**src/rtl/homography_query_scheduler.sv**
```systemverilog
// Homography query scheduler: pops pixel words, issues coordinate queries and
// re-pairs in-order Homography returns with their tracked DVI pixel context.
module homography_query_scheduler #(
    parameter int DEPTH = 8,
    parameter int PTR_W = 3,
    parameter int CNT_W = 4
) (
    input  logic             clk_25,
    input  logic             rst,
    input  logic             enable,
    input  logic [43:0]      fifo_q,
    input  logic             fifo_empty,
    output logic             fifo_rdreq,
    output logic [9:0]       query_x,
    output logic [9:0]       query_y,
    output logic             start,
    input  logic             ready,
    input  logic [9:0]       return_x,
    input  logic [9:0]       return_y,
    input  logic [4:0]       r,
    input  logic [5:0]       g,
    input  logic [4:0]       b,
    output logic             val,
    output logic [9:0]       sync_x,
    output logic [9:0]       sync_y,
    output logic [4:0]       dvi_r,
    output logic [5:0]       dvi_g,
    output logic [4:0]       dvi_b,
    output logic [4:0]       ccd_r,
    output logic [5:0]       ccd_g,
    output logic [4:0]       ccd_b,
    output logic [CNT_W-1:0] outstanding,
    output logic             busy,
    output logic             mismatch_err,
    output logic             unexp_err,
    output logic [1:0]       dbg_state
);

    typedef enum logic [1:0] {
        S_IDLE  = 2'd0,
        S_RUN   = 2'd1,
        S_DRAIN = 2'd2
    } state_t;

    localparam int CTX_W = 36;

    // Query side: start is a one-cycle strobe with no backpressure; each ready
    // pulse is one return, accepted unconditionally, in the order queries left.
    state_t           state_q, state_d;
    logic [PTR_W-1:0] wr_ptr_q, wr_ptr_d, rd_ptr_q, rd_ptr_d;
    logic [CNT_W-1:0] cnt_q, cnt_d;
    logic [CTX_W-1:0] ctx_q [DEPTH];
    logic [CTX_W-1:0] ctx_d [DEPTH];
    logic [CTX_W-1:0] head_ctx;
    logic             issue, pop, spurious;

    logic       start_q, start_d;
    logic [9:0] query_x_q, query_x_d, query_y_q, query_y_d;
    logic       val_q, val_d;
    logic [9:0] sync_x_q, sync_x_d, sync_y_q, sync_y_d;
    logic [4:0] dvi_r_q, dvi_r_d, dvi_b_q, dvi_b_d;
    logic [5:0] dvi_g_q, dvi_g_d;
    logic [4:0] ccd_r_q, ccd_r_d, ccd_b_q, ccd_b_d;
    logic [5:0] ccd_g_q, ccd_g_d;
    logic       mismatch_q, mismatch_d, unexp_q, unexp_d;

    // Colour LSBs dropped by MSB truncation.
    logic unused_colour_lsbs;
    assign unused_colour_lsbs = ^{fifo_q[18:16], fifo_q[9:8], fifo_q[2:0]};

    always_comb begin
        issue    = enable && !fifo_empty && (cnt_q < CNT_W'(DEPTH)) && (state_q != S_DRAIN);
        pop      = ready && (cnt_q != '0);
        spurious = ready && (cnt_q == '0);
        head_ctx = ctx_q[rd_ptr_q];

        ctx_d      = ctx_q;
        wr_ptr_d   = wr_ptr_q;
        rd_ptr_d   = rd_ptr_q;
        cnt_d      = cnt_q;
        start_d    = issue;
        query_x_d  = query_x_q;
        query_y_d  = query_y_q;
        val_d      = pop;
        sync_x_d   = sync_x_q;
        sync_y_d   = sync_y_q;
        dvi_r_d    = dvi_r_q;
        dvi_g_d    = dvi_g_q;
        dvi_b_d    = dvi_b_q;
        ccd_r_d    = ccd_r_q;
        ccd_g_d    = ccd_g_q;
        ccd_b_d    = ccd_b_q;
        mismatch_d = mismatch_q;
        unexp_d    = unexp_q | spurious;

        if (issue) begin
            ctx_d[wr_ptr_q] = {fifo_q[43:24], fifo_q[23:19], fifo_q[15:10], fifo_q[7:3]};
            wr_ptr_d        = wr_ptr_q + PTR_W'(1);
            query_x_d       = fifo_q[43:34];
            query_y_d       = fifo_q[33:24];
        end

        if (pop) begin
            rd_ptr_d = rd_ptr_q + PTR_W'(1);
            sync_x_d = head_ctx[35:26];
            sync_y_d = head_ctx[25:16];
            dvi_r_d  = head_ctx[15:11];
            dvi_g_d  = head_ctx[10:5];
            dvi_b_d  = head_ctx[4:0];
            ccd_r_d  = r;
            ccd_g_d  = g;
            ccd_b_d  = b;
            if ((return_x != head_ctx[35:26]) || (return_y != head_ctx[25:16])) begin
                mismatch_d = 1'b1;
            end
        end

        unique case ({issue, pop})
            2'b10:   cnt_d = cnt_q + CNT_W'(1);
            2'b01:   cnt_d = cnt_q - CNT_W'(1);
            default: cnt_d = cnt_q;
        endcase
    end

    always_comb begin
        state_d = state_q;
        unique case (state_q)
            S_IDLE:  if (enable) state_d = S_RUN;
            S_RUN:   if (!enable) state_d = (cnt_d == '0) ? S_IDLE : S_DRAIN;
            S_DRAIN: if (cnt_d == '0) state_d = S_IDLE;
            default: state_d = S_IDLE;
        endcase
    end

    always_ff @(posedge clk_25 or posedge rst) begin
        if (rst) begin
            state_q    <= S_IDLE;
            wr_ptr_q   <= '0;
            rd_ptr_q   <= '0;
            cnt_q      <= '0;
            for (int i = 0; i < DEPTH; i++) ctx_q[i] <= '0;
            start_q    <= 1'b0;
            query_x_q  <= '0;
            query_y_q  <= '0;
            val_q      <= 1'b0;
            sync_x_q   <= '0;
            sync_y_q   <= '0;
            dvi_r_q    <= '0;
            dvi_g_q    <= '0;
            dvi_b_q    <= '0;
            ccd_r_q    <= '0;
            ccd_g_q    <= '0;
            ccd_b_q    <= '0;
            mismatch_q <= 1'b0;
            unexp_q    <= 1'b0;
        end else begin
            state_q    <= state_d;
            wr_ptr_q   <= wr_ptr_d;
            rd_ptr_q   <= rd_ptr_d;
            cnt_q      <= cnt_d;
            for (int i = 0; i < DEPTH; i++) ctx_q[i] <= ctx_d[i];
            start_q    <= start_d;
            query_x_q  <= query_x_d;
            query_y_q  <= query_y_d;
            val_q      <= val_d;
            sync_x_q   <= sync_x_d;
            sync_y_q   <= sync_y_d;
            dvi_r_q    <= dvi_r_d;
            dvi_g_q    <= dvi_g_d;
            dvi_b_q    <= dvi_b_d;
            ccd_r_q    <= ccd_r_d;
            ccd_g_q    <= ccd_g_d;
            ccd_b_q    <= ccd_b_d;
            mismatch_q <= mismatch_d;
            unexp_q    <= unexp_d;
        end
    end

    assign fifo_rdreq   = issue;
    assign start        = start_q;
    assign query_x      = query_x_q;
    assign query_y      = query_y_q;
    assign val          = val_q;
    assign sync_x       = sync_x_q;
    assign sync_y       = sync_y_q;
    assign dvi_r        = dvi_r_q;
    assign dvi_g        = dvi_g_q;
    assign dvi_b        = dvi_b_q;
    assign ccd_r        = ccd_r_q;
    assign ccd_g        = ccd_g_q;
    assign ccd_b        = ccd_b_q;
    assign outstanding  = cnt_q;
    assign busy         = (state_q != S_IDLE);
    assign mismatch_err = mismatch_q;
    assign unexp_err    = unexp_q;
    assign dbg_state    = state_q;

endmodule

```
**config.mk**
```make
export PLATFORM = sky130hd
export DESIGN_NAME = homography_query_scheduler
export DESIGN_NICKNAME = d
export VERILOG_FILES = /design/src/rtl/homography_query_scheduler.sv
export SDC_FILE = /design/constraint.sdc
export NUM_CORES = 1
export LEC_CHECK = 0
export ABC_CLOCK_PERIOD_IN_PS = 15450
export BUFFER_PORTS_ARGS = -buffer_cell sky130_fd_sc_hd__buf_2
export CAP_MARGIN = 0
export CELL_PAD_IN_SITES_DETAIL_PLACEMENT = 0
export CELL_PAD_IN_SITES_GLOBAL_PLACEMENT = 1
export CORE_AREA = 2 2 218 220
export CTS_CLUSTER_SIZE = 12
export DETAILED_ROUTE_END_ITERATION = 6
export DIE_AREA = 0 0 220 222
export PLACE_DENSITY_LB_ADDON = 0.1
export SKIP_LAST_GASP = 1
export SLEW_MARGIN = 20
export SYNTH_ARGS = -nofsm -noshare
export SYNTH_HDL_FRONTEND = slang
export SYNTH_SLANG_ARGS = --single-unit
```
**constraint.sdc**
```tcl
create_clock -name clk_25 -period 15.45 [get_ports clk_25]
set_clock_uncertainty 0.2 [all_clocks]
set_input_delay 3.09 -clock clk_25 [delete_from_list [all_inputs] [get_ports clk_25]]
set_output_delay 3.09 -clock clk_25 [all_outputs]
set_load 0.005 [all_outputs]
```
==> out/metrics.yaml <==
placed_design:
  dp_cells: 1864
  hpwlAfterDp_mm: 24.5
  dp_slack_ns: 7.93
  routabilityCongestion: 0.706
  io_buffers: 160
logic_synthesis:
  synth_area_leader_cell: "dfrtp_1"
  synthCells: 1145
  synth_seq_area_share: 0.571
  synth_compound_gate_area_share: 0.0240
  syn_nets: 1235
  yosys.area_share.xor_xnor: 0.0143
  yosys.area_share.simple: 0.0549
  syn_area_per_cell_sq_um: 14.4
  synth_top_family_by_area: "multiplexers"
  synth_commonest_cells: "dfrtp_1, mux2_2, nand2_1"
  yosys.cell_count.top_type: "dfrtp_1"
  synth_top_area_share: 0.571
  synthArstFlopShare: 1.00
  synth_ff_type: "dfrtp_1"
  synth_edf_count: 0
  ys_top_cells_by_area: "dfrtp_1, mux2_2, mux4_2"
  ys_seq_elements: 376
  synthAdderAreaFrac: 0.00379
  synth_mux_area_frac: 0.311
  ys_warn_count: 0
  synth.distinct_cells: 49
  netlist_area_sq_mm: 0.0165
worst_setup_path:
  r2r-end: "mismatch_err"
  critPathBufInv: 3
  cp.depth: 5
  cp_slowest_cell: "inv_2"
  reg2reg_from: "rd_ptr_q[0]"
  crit_type: "in -> out"
  crit_top_cell: "buf_2"
  cpLargestDelayFamily: "buffers and inverters"
  path_cells: "buf_2 -> nor3_2 -> nand2_2 -> inv_2 -> buf_2"
  end_kind: "output port"
  slowest_delay_ns: 0.55
  cp_max_fo: 28
  critPathLaunch: "fifo_empty"
  rrSetupSlack_ns: 11.50
  cp-endpoint: "fifo_rdreq"
  cp-start-kind: "input pin"
  worstPathRequired_ns: 12.16
  worstPathArrival_ns: 4.23
  rr_worst_depth: 7
global_routing:
  antenna_found_initial: 1
  grt_pass1_wl_mm: 62.9
  grt_pass1_vias: 10200
  grt_start_max_net_pins: 129
  gr-usage-all-layers: 0.170
  grt_overflow: 0
detailed_routing:
  firstDrtPassIters: 5
  drt-vias-per-instance: 5.00
  detail_route.wl_per_cell_microns: 20.9
  vias: 9721
  ant_nets: 0
  drt_wl_total_mm: 40.5
  post-route-drc-count: 0
  drt-initial-drc-count: 409
timing:
  min_period_over_period: 0.487
  worst_slew_pin_slew_ns: 1.01
  final_max_slew_viol_count: 0
  clock.fmax_ghz: 0.133
  finalHoldViolCount: 0
  grt_setup_unrepaired: "no"
  timing.slew.headroom: 0.327
  holdWs_ns: 0.268
  period_needed_ns: 7.52
  final.setup.tns_ns: 0
  setup_slack_ns: 7.93
  setup_viol: 0
clocking:
  cts_buffers: 44
  cts_resized: 0
  root_buffer: "clkbuf_16"
  htree_levels: 2
  clockBufferDepth: 3
  worstSkewPairLatency_ns: 0.56
  cts_tree: "built"
  cts.sinks: 376
  post_cts_buffers: 0
  path_clk_slew_ns: 0.05
  postCtsHoldBufs: 0
finish:
  fin_cells: 1943
  nets: 1393
  drive_gt1_frac: 0.457
  diodes: 0
  syn2layout_area_growth_pct: 17.4
floorplan:
  fp.coreArea_sq_mm: 0.0463
  die_width_microns: 220
  initial_core_util: 0.356
  die_area_sq_mm: 0.0488
  rows: 79
  io_pins: 169
  dieHeight_microns: 222
power:
  vdd_ir_drop_max_mv: 0.0879
  p_leak_uw: 0.00919
  finalPower_uw: 3980
  p_per_area_mw_per_mm2: 205
worst_hold_path:
  min_path_type: "reg -> reg"
run_status:
  status: "complete, no violations"
run:
  cap_violations: 0
==> per-layer routing <==
metal	vias to the layer above	global-route usage	part of all wire
met5	-	0	0.00035
met4	2	0.0489	0.020
met3	59	0.0314	0.044
met2	163	0.266	0.46
met1	5052	0.241	0.47
li1	4445	-	-
==> cells in the final DEF (no fill, tap or decap), drive strengths merged <==
| cell | instances |
|---|---|
| nand4b | 3 |
| clkbuf | 71 |
| nor3 | 4 |
| nand2b | 3 |
| buf | 178 |
| dfrtp | 376 |
| a22oi | 8 |
| a211o | 1 |
| and2 | 1 |
| mux2i | 55 |
| a22o | 3 |
| xor2 | 12 |
| nor4b | 2 |
| o221ai | 1 |
| o41a | 1 |
| a222oi | 1 |
| or3 | 1 |
| inv | 3 |
| a31oi | 1 |
| a21oi | 1 |
| o21ai | 35 |
| nor2b | 5 |
| mux2 | 298 |
| bufinv | 2 |
| or2 | 1 |
| a221o | 2 |
| a21o | 3 |
| xnor2 | 15 |
| nand2 | 160 |
| o31ai | 2 |
| ha | 5 |
| nand3 | 5 |
| nand4 | 2 |
| o211ai | 1 |
| nor2 | 6 |
| o22ai | 3 |
| nor4 | 5 |
| clkinv | 6 |
| mux4 | 54 |
==> cell families after synthesis <==
group	count (synthesis)
compound gates	63
xor+xnor	27
flops	376
mux	407
fa+ha+maj	5
simple gates	198
buf+inv	69
==> worst min path at each step <==
stage	startpoint	end	slack [ns]	cells after the start
after floorplan	unexp_err	unexp_err	0.25	1
after global placement	unexp_err	unexp_err	0.24	1
after detailed placement	unexp_err	unexp_err	0.26	1
after CTS	unexp_err	unexp_err	0.27	1
after global routing	query_x[1]	query_x[1]	0.29	2
final	query_y[1]	query_y[1]	0.27	2
==> final cells by class <==
cell class	count	area (sq um)
timing repair buffer	178	936
fill	4330	26900
multi-input combinational	700	6760
clock buffer	71	1380
sequential	376	9420
inverter	3	18.8
clock inverter	8	101
tap	607	759
==> registers in the layout (all words and copies together) (netlist names), 3 cells and up <==
| signal | cells |
|---|---|
| ctx_q | 288 |
| query_x | 10 |
| query_y | 10 |
| sync_x | 10 |
| sync_y | 10 |
| ccd_g | 6 |
| dvi_g | 6 |
| ccd_b | 5 |
| ccd_r | 5 |
| dvi_b | 5 |
| dvi_r | 5 |
| outstanding | 4 |
| rd_ptr_q | 3 |
| wr_ptr_q | 3 |
==> metrics by stage <==
stage | utilization | cell area [sq um]
floorplan | - | 16500
global placement | 0.387 | 17900
detailed placement | 0.387 | 17900
CTS | 0.419 | 19400
global route | 0.419 | 19400
finish | 0.419 | 19400
==> worst reg2reg max path, stage by stage (launching register included) <==
cell and delay (ns):
dfrtp_4 0.63, buf_4 0.73, buf_4 0.59, mux4_2 0.56, mux2i_1 0.44, xnor2_1 0.27
nor4_1 0.28, a31oi_1 0.12
==> where the power goes <==
group | internal [uW] | switching, uW | leakage (uW) | total [uW]
sequential | 1400 | 256 | 0.00483 | 1650
clock | 640 | 403 | 0.000729 | 1040
combinational | 704 | 576 | 0.00363 | 1280
total | 2740 | 1230 | 0.00919 | 3980
No activity file was read; power rests on OpenSTA's default activity.
